### config.mk
export PLATFORM = sky130hd
export DESIGN_NAME = vco_freq_counter
export DESIGN_NICKNAME = d
export VERILOG_FILES = /design/src/rtl/vco_freq_counter.sv
export SDC_FILE = /design/constraint.sdc
export NUM_CORES = 1
export LEC_CHECK = 0
export BUFFER_PORTS_ARGS = -buffer_cell sky130_fd_sc_hd__buf_2
export CAP_MARGIN = 30
export CORE_ASPECT_RATIO = 0.8
export CORE_MARGIN = 2
export CORE_UTILIZATION = 52
export DETAILED_ROUTE_END_ITERATION = 10
export PLACE_DENSITY = 0.76
export SLEW_MARGIN = 20
export SYNTH_ARGS = -nofsm -noshare
export SYNTH_HDL_FRONTEND = slang
export SYNTH_SLANG_ARGS = --single-unit
### constraint.sdc
create_clock -name CLK -period 2 [get_ports CLK]
set_clock_uncertainty 0.2 [all_clocks]
set_input_delay 0.4 -clock CLK [delete_from_list [all_inputs] [get_ports CLK]]
set_output_delay 0.4 -clock CLK [all_outputs]
set_load 0.1 [all_outputs]
### src/rtl/vco_freq_counter.sv
// Gated edge counter measuring the divided VCO output against the reference clock.
// Define VCO_FREQ_CONT_EN to add the CONT port and back-to-back continuous measurement.
module vco_freq_counter #(
  parameter int CNT_W       = 16,
  parameter int GATE_W      = 16,
  parameter int SYNC_STAGES = 2
) (
  input  logic              CLK,
  input  logic              RESETB,
  input  logic              PAD_OUT,
  input  logic              START,
  input  logic              ABORT,
  input  logic [GATE_W-1:0] GATE_LEN,
`ifdef VCO_FREQ_CONT_EN
  input  logic              CONT,
`endif
  output logic [CNT_W-1:0]  COUNT,
  output logic              DONE,
  output logic              BUSY,
  output logic              OVF
);

  typedef enum logic [1:0] {
    ST_IDLE = 2'd0,
    ST_ARM  = 2'd1,
    ST_MEAS = 2'd2
  } state_t;

  localparam logic [CNT_W-1:0]  CNT_ZERO  = {CNT_W{1'b0}};
  localparam logic [CNT_W-1:0]  CNT_ONE   = {{(CNT_W-1){1'b0}}, 1'b1};
  localparam logic [CNT_W-1:0]  CNT_MAX   = {CNT_W{1'b1}};
  localparam logic [GATE_W-1:0] GATE_ZERO = {GATE_W{1'b0}};
  localparam logic [GATE_W-1:0] GATE_ONE  = {{(GATE_W-1){1'b0}}, 1'b1};

  state_t             state_r, state_nxt_s;
  logic [SYNC_STAGES-1:0] sync_r;
  logic               sync_s, prev_r, edge_s, cont_s;
  logic [GATE_W-1:0]  gate_cnt_r;
  logic [CNT_W-1:0]   edge_cnt_r, edge_cnt_nxt_s;
  logic               ovf_int_r, ovf_hit_s;
  logic               accept_s, rearm_s, complete_s, zero_done_s;
  logic [CNT_W-1:0]   count_r;
  logic               done_r, busy_r, ovf_r;

`ifdef VCO_FREQ_CONT_EN
  assign cont_s = CONT;
`else
  assign cont_s = 1'b0;
`endif

  assign sync_s = sync_r[SYNC_STAGES-1];
  assign edge_s = sync_s & ~prev_r;

  // Saturating edge increment; an edge arriving at full scale flags overflow.
  always_comb begin
    edge_cnt_nxt_s = edge_cnt_r;
    ovf_hit_s      = 1'b0;
    if (edge_s) begin
      if (edge_cnt_r == CNT_MAX) begin
        ovf_hit_s = 1'b1;
      end else begin
        edge_cnt_nxt_s = edge_cnt_r + CNT_ONE;
      end
    end else begin
      edge_cnt_nxt_s = edge_cnt_r;
    end
  end

  // Next-state logic and the strobes that steer the datapath.
  always_comb begin
    state_nxt_s = state_r;
    accept_s    = 1'b0;
    rearm_s     = 1'b0;
    complete_s  = 1'b0;
    zero_done_s = 1'b0;
    case (state_r)
      ST_IDLE: begin
        if (START && !ABORT) begin
          state_nxt_s = ST_ARM;
          accept_s    = 1'b1;
        end else begin
          state_nxt_s = ST_IDLE;
        end
      end
      ST_ARM: begin
        if (ABORT) begin
          state_nxt_s = ST_IDLE;
        end else if (gate_cnt_r == GATE_ZERO) begin
          state_nxt_s = ST_IDLE;
          zero_done_s = 1'b1;
        end else begin
          state_nxt_s = ST_MEAS;
        end
      end
      ST_MEAS: begin
        if (ABORT) begin
          state_nxt_s = ST_IDLE;
        end else if (gate_cnt_r == GATE_ONE) begin
          complete_s = 1'b1;
          if (cont_s) begin
            state_nxt_s = ST_ARM;
            rearm_s     = 1'b1;
          end else begin
            state_nxt_s = ST_IDLE;
          end
        end else begin
          state_nxt_s = ST_MEAS;
        end
      end
      default: state_nxt_s = ST_IDLE;
    endcase
  end

  // State register and registered BUSY.
  always_ff @(posedge CLK or negedge RESETB) begin
    if (!RESETB) begin
      state_r <= ST_IDLE;
      busy_r  <= 1'b0;
    end else begin
      state_r <= state_nxt_s;
      busy_r  <= (state_nxt_s != ST_IDLE);
    end
  end

  // PAD_OUT synchronizer; prev tracks sync so ARM never sees a stale edge.
  always_ff @(posedge CLK or negedge RESETB) begin
    if (!RESETB) begin
      sync_r <= {SYNC_STAGES{1'b0}};
      prev_r <= 1'b0;
    end else begin
      sync_r <= {sync_r[SYNC_STAGES-2:0], PAD_OUT};
      prev_r <= sync_s;
    end
  end

  // Gate down-counter, edge counter and window overflow flag.
  always_ff @(posedge CLK or negedge RESETB) begin
    if (!RESETB) begin
      gate_cnt_r <= GATE_ZERO;
      edge_cnt_r <= CNT_ZERO;
      ovf_int_r  <= 1'b0;
    end else if (accept_s || rearm_s) begin
      gate_cnt_r <= GATE_LEN;
      edge_cnt_r <= CNT_ZERO;
      ovf_int_r  <= 1'b0;
    end else if (state_r == ST_MEAS) begin
      gate_cnt_r <= gate_cnt_r - GATE_ONE;
      edge_cnt_r <= edge_cnt_nxt_s;
      ovf_int_r  <= ovf_int_r | ovf_hit_s;
    end else begin
      gate_cnt_r <= gate_cnt_r;
      edge_cnt_r <= edge_cnt_r;
      ovf_int_r  <= ovf_int_r;
    end
  end

  // Result registers: updated only on completion; abort leaves them alone.
  always_ff @(posedge CLK or negedge RESETB) begin
    if (!RESETB) begin
      count_r <= CNT_ZERO;
      done_r  <= 1'b0;
      ovf_r   <= 1'b0;
    end else if (complete_s) begin
      count_r <= edge_cnt_nxt_s;
      ovf_r   <= ovf_int_r | ovf_hit_s;
      done_r  <= 1'b1;
    end else if (zero_done_s) begin
      count_r <= CNT_ZERO;
      ovf_r   <= 1'b0;
      done_r  <= 1'b1;
    end else if (accept_s) begin
      done_r  <= 1'b0;
    end else begin
      count_r <= count_r;
      ovf_r   <= ovf_r;
      done_r  <= done_r;
    end
  end

  assign COUNT = count_r;
  assign DONE  = done_r;
  assign BUSY  = busy_r;
  assign OVF   = ovf_r;

endmodule

; Yosys cells after proc, flatten, opt, wreduce, memory -nomap -nowiden
; Index checks and enable logic that the tools add are counted.
[op_classes]
n_mux = 31
bitwise = 3
n_eq_ne = 4
n_addsub = 2
reduce_logical = 8
[op_table]
columns = operator, count
row1 = $mux W16, 8
row2 = $mux W1, 18
row3 = $add A16 B1 Y16 const B, 1
row4 = $eq A16 B1 Y1 const B, 1
row5 = $eq A16 B16 Y1 const B, 1
row6 = $logic_not A16 Y1, 1
row7 = $sub A16 B1 Y16 const B, 1
row8 = $mux W2, 4
row9 = $pmux W2 S3, 1
row10 = $reduce_bool A2 Y1, 3
row11 = $reduce_bool A3 Y1, 1
row12 = $eq A2 B1 Y1 const B, 1
row13 = $eq A2 B2 Y1 const B, 1
row14 = $logic_not A2 Y1, 1
row15 = $and A1 B1 Y1, 1
row16 = $logic_and A1 B1 Y1, 1
row17 = $logic_not A1 Y1, 1
row18 = $not A1 Y1, 1
row19 = $or A1 B1 Y1, 1
[totals]
in_bits = 21
output_inout_bits = 19
elab_cells = 58
ff_bits = 57

; Logic depth before layout (Yosys ltp)
[logic_depth]
depth_word = 7
ltp_mapped = 7
ltp_nobuf = 6

; Worst setup path after synthesis
; Ideal clock, no wire load.
[synth_path]
kind = register to register
startpoint = register gate_cnt_r[2]
endpoint = register count_r[15] (netlist: COUNT[15])
t_required_ns = 1.674
stages_incl_launch_ff = 6
setup_slack_ns = -0.125
path_buffers = 1
setup_ns = 0.126
period_less_slack_ns = 2.125
arrival_ns = 1.799
cell_sequence = dfrtp_1 > or4_4 > nor3_4 > nand3_1 > buf_2 > o2bb2ai_1
[synth_between]
elab_chain_len = 5
word_cells_on_any_way = 10
cone_classes = eq/ne: 1 / mux: 7 / reduce/logical: 2
[synth_lines]
columns = item, line
row1 = start: declaration, 38  ; logic [GATE_W-1:0] gate_cnt_r;
row2 = start signal: assignment, 147  ; gate_cnt_r <= gate_cnt_r - GATE_ONE;
row3 = start signal: assignment, 151  ; gate_cnt_r <= gate_cnt_r;
row4 = $eq A16 B1 Y1 or $logic_not A16 Y1 (tied branches), "98, 88"
row5 = "$mux W1, on equally long branches", "98, 88"
row6 = "$mux W1, on equally long branches", "96, 86"
row7 = $mux W1, 76  ; case (state_r)
row8 = $mux W16 or $reduce_bool A2 Y1 (tied branches), n/a
row9 = end signal: assignment, 164  ; count_r <= edge_cnt_nxt_s;
row10 = end signal: assignment, 174  ; count_r <= count_r;
row11 = end: declaration, 42  ; logic [CNT_W-1:0] count_r;
; Several ways; a longest one is shown, not always the timed one.
; A chain may end at the register's enable or synchronous reset.

; Worst setup path in the final report
[layout_path]
startpoint = register gate_cnt_r[3]
endpoint = register gate_cnt_r[9]
[layout_between]
elab_chain_len = 3
[layout_lines]
columns = item, line
row1 = $sub A16 B1 Y16, 147
row2 = $mux W16, 146  ; end else if (state_r == ST_MEAS) begin
row3 = $mux W16, 142  ; end else if (accept_s || rearm_s) begin
; Every way passes these cells. The select of a mux whose other input is x is not followed.

==> summary.txt <==
Outcome
  – Outcome: finished with violations
  – Failing checks: negative setup slack

STA
  – RSZ-0062 raised after global routing: true
  – Fin Setup TNS: -0.498 ns
  – Slew Limit Fails: 0
  – Final Hold Fails: 0
  – Crit path time final: between 2 and 2.5 ns
  – Final WS setup: -0.0625 ns
  – Worst-Margin Slew: slightly above 0.5 ns
  – Max Clk Rate: 0.485 GHz
  – Final setup viols: 26
  – Worst rel slew slack: 0.662
  – Final Cycle Share: 1.03

Logic synthesis
  – FFs w/ async S/R, synth: 1.00
  – Post-synth EDFFs: 0
  – Mapped Avg Cell Area: roughly 10 um2
  – Yosys warnings: 0
  – Syn_nets: 322
  – Top_reg_cell synth: dfrtp_1
  – Post-synthesis cell count: a little under 300
  – Seq/Total Area, Yosys: 0.481
  – Netlist Area Pre-Place: a little under 3000 um2
  – #FFs+latches synth: 57
  – Synth unique cells: between 50 and 60

Floorplan
  – # IOs: 40
  – Initial Utilization: 0.543
  – Die height: approximately 72 um
  – Site Rows: 24
  – Core area: about 5500 um2
  – DIE WIDTH: 88.4 um
  – Die area: approximately 6300 um2

Route
  – WL final: about 8.1 mm
  – Drt drc: 0
  – Number of routed nets with antenna violations: 0
  – Post-DR wirelength/cell: ~17 um
  – Router iterations before antenna repair: 5
  – Drt first-iter violations: between 200 and 250
  – DR vias: about 2800
  – Vias/cell: roughly 5.8

Worst setup path
  – Crit path capture: gate_cnt_r[9]$_DFFE_PN0P_
  – R2r startpoint: gate_cnt_r[3]$_DFFE_PN0P_
  – Reg2reg end: gate_cnt_r[9]$_DFFE_PN0P_
  – Crit path max fanout: 5
  – Crit Path Class: flip-flop to flip-flop
  – Setup crit end kind: flip-flop
  – Arr. time, crit path: between 2 and 2.5 ns
  – Flop-to-flop setup slack: -0.06 ns
  – Required @ worst endpoint: between 2 and 2.5 ns
  – CP startpoint: gate_cnt_r[3]$_DFFE_PN0P_
  – Reg2Reg Depth: 5
  – Type of origin of the critical path: flip-flop

Clocking
  – Clock sink count: 57
  – Clk slew on worst S/H paths: around 0.070 ns
  – Longest Clk Path Bufs: 2
  – TritonCTS clock tree: yes
  – Skew-Pair Late Insertion Delay: about 0.34 ns
  – Root buffer cell: clkbuf_8
  – TritonCTS buffer count: 9
  – H-tree levels: 3

Placed design
  – Post-DP HPWL: roughly 5.1 mm
  – PortBufs: 39
  – Setup WS pre-CTS: -0.116 ns
  – Area post-placement: 3700 um2
  – GP Congestion: between 0.8 and 0.9

Layout
  – # fillers: approximately 380
  – Multi-input gate area: about 1700 um2
  – Reg area: 1430 um2
  – Ratio of cells with drive above 1 in the final layout: 0.409
  – Area Overhead vs Synth: 41.5%
  – Antenna cells: 0
  – Final #Nets: around 430
  – Final Instance Area: about 4200 um2

Global route
  – Largest net degree at the start of global routing: 58
  – Total grt overflow: 0
  – First-pass GRT wire length: about 13 mm
  – Vias in the first global route: 2650
  – All-Layer GR Usage: 0.263
  – Initial antenna violation count: 0

Pwr
  – Pwr per Cell Area: ~780 nW/um2
  – P_leak: about 1.9 nW
  – VDD IR max: about 0.64 mV
  – Power Total: 3.26 mW

Hold path
  – Hold Crit Class: primary input to flip-flop

Flow run
  – Max cap viols: 0
## cell families after synthesis
logic type	after synthesis	share of synthesized area
AO/OA/AOI/OAI	75	0.178
XOR/XNOR	26	0.0768
adder cells (fa/ha/maj)	3	0.0127
buffers and inverters	23	0.0329
flip-flops	57	0.481
multiplexers	2	0.00675
AND/OR/NAND/NOR	112	0.211
## synth_stat cells, types with 3 or more instances
master,number,area [um2]
nor4_1,4,25.0
and3_1,3,18.8
o21ai_1,3,15.0
nand3_1,18,90.1
a41oi_1,3,26.3
nand2_1,36,135
ha_1,3,37.5
or3_1,3,18.8
nor3_1,5,25.0
clkbuf_1,8,30.0
a31oi_1,7,43.8
o2bb2ai_1,13,114
xnor2_1,17,149
xor2_1,9,78.8
nor2_1,13,48.8
a21o_1,5,37.5
a21oi_1,6,30.0
nand4_1,6,37.5
and4_1,3,26.3
buf_2,6,30.0
inv_1,7,26.3
o21ai_0,24,120
dfrtp_1,57,1430
## power breakdown
group / internal, mW / total [mW] / leakage [nW] / switching [mW]
clock network: 0.632 / 1.07 / 0.102 / 0.442
registers: 1.27 / 1.37 / 0.756 / 0.0986
logic: 0.366 / 0.819 / 1.01 / 0.453
total: 2.27 / 3.26 / 1.87 / 0.993
## what timing repair did
item / CTS / global route
endpoints found under the setup margin: 30 / 40
buffers inserted: 3 / 6
gates resized for setup: 13 / 32
pin swaps: 0 / 18
hold buffers: 2 / 0
cloned: 0 / 0
endpoints found under the hold margin: 58 / 0
## placed cells by master, fill, tap and decap left out, drive strengths merged, types with 2 or more instances in the layout
cell         synthesis  final
nand2b               2      2
nor4b                2      2
a21o                 5      5
or3                  3      3
a21oi                6      6
inv                  7      7
dfrtp               57     57
nor4                 6      6
o211ai               2      2
and3                 3      3
a31oi                7      7
o21ai               28     28
xor2                 9      9
and4                 4      4
nand3b               2      2
clkbuf               8     12
a41oi                4      4
buf                  8    107
or2                  2      2
nand3               18     18
dlygate4sd3          0      2
nor3b                2      2
mux2i                2      2
nand4                6      6
clkinv               0      2
nand2               36     36
a22oi                2      2
ha                   3      3
nor3                 6      6
o2bb2ai             13     13
or4b                 2      2
xnor2               17     17
and2                 2      2
nor2                13     13
## registers in the layout (all words and copies together) (netlist names)
register    cells
sync_r          2
OVF             1
prev_r          1
edge_cnt_r     16
COUNT          16
gate_cnt_r     16
BUSY            1
state_r         2
ovf_int_r       1
DONE            1
## metrics by stage
step,hold slack [ns],util,cells
2_1_floorplan,-0.0956,-,298
3_3_place_gp,0.133,0.677,459
3_5_place_dp,0.140,0.677,459
4_1_cts,0.0451,0.731,479
5_1_grt,0.0586,0.768,484
6_report,0.0554,0.768,484
## worst min path at each step
stage                         from                    endpoint  slack [ns]  cells past startpoint
4_1_cts                GATE_LEN[2]   gate_cnt_r[2]$_DFFE_PN0P_        0.05                      3
3_3_place_gp   sync_r[0]$_DFF_PN0_         sync_r[1]$_DFF_PN0_        0.13                      0
6_report               GATE_LEN[2]   gate_cnt_r[2]$_DFFE_PN0P_        0.06                      3
2_1_floorplan               RESETB              BUSY$_DFF_PN0_        -0.1                      0
5_1_grt               GATE_LEN[12]  gate_cnt_r[12]$_DFFE_PN0P_        0.06                      3
3_5_place_dp   sync_r[0]$_DFF_PN0_         sync_r[1]$_DFF_PN0_        0.14                      0
## layer usage
metal,wire (um),global-route usage,part of all wire,up-vias
met2,3840,0.393,0.48,106
met1,3650,0.362,0.45,1363
met3,406,0.0956,0.050,20
met5,0,0,0,-
li1,-,-,-,1296
met4,176,0.0774,0.022,0
## critical path: stages, from the launching register on
cell	delay [ns]
dfrtp_1	0.40
or4_4	0.55
or2_4	0.31
nor4_4	0.23
xnor2_1	0.16
o21ai_1	0.08
## cell type report
class	count	area share
Clock buffer	12	0.0370
Multi-Input combinational cell	218	0.402
Timing Repair Buffer	109	0.182
Sequential cell	57	0.340
Clock inverter	3	0.00954
Tap cell	78	0.0233
Inverter	7	0.00626
Power figures use the tool's default switching activity.
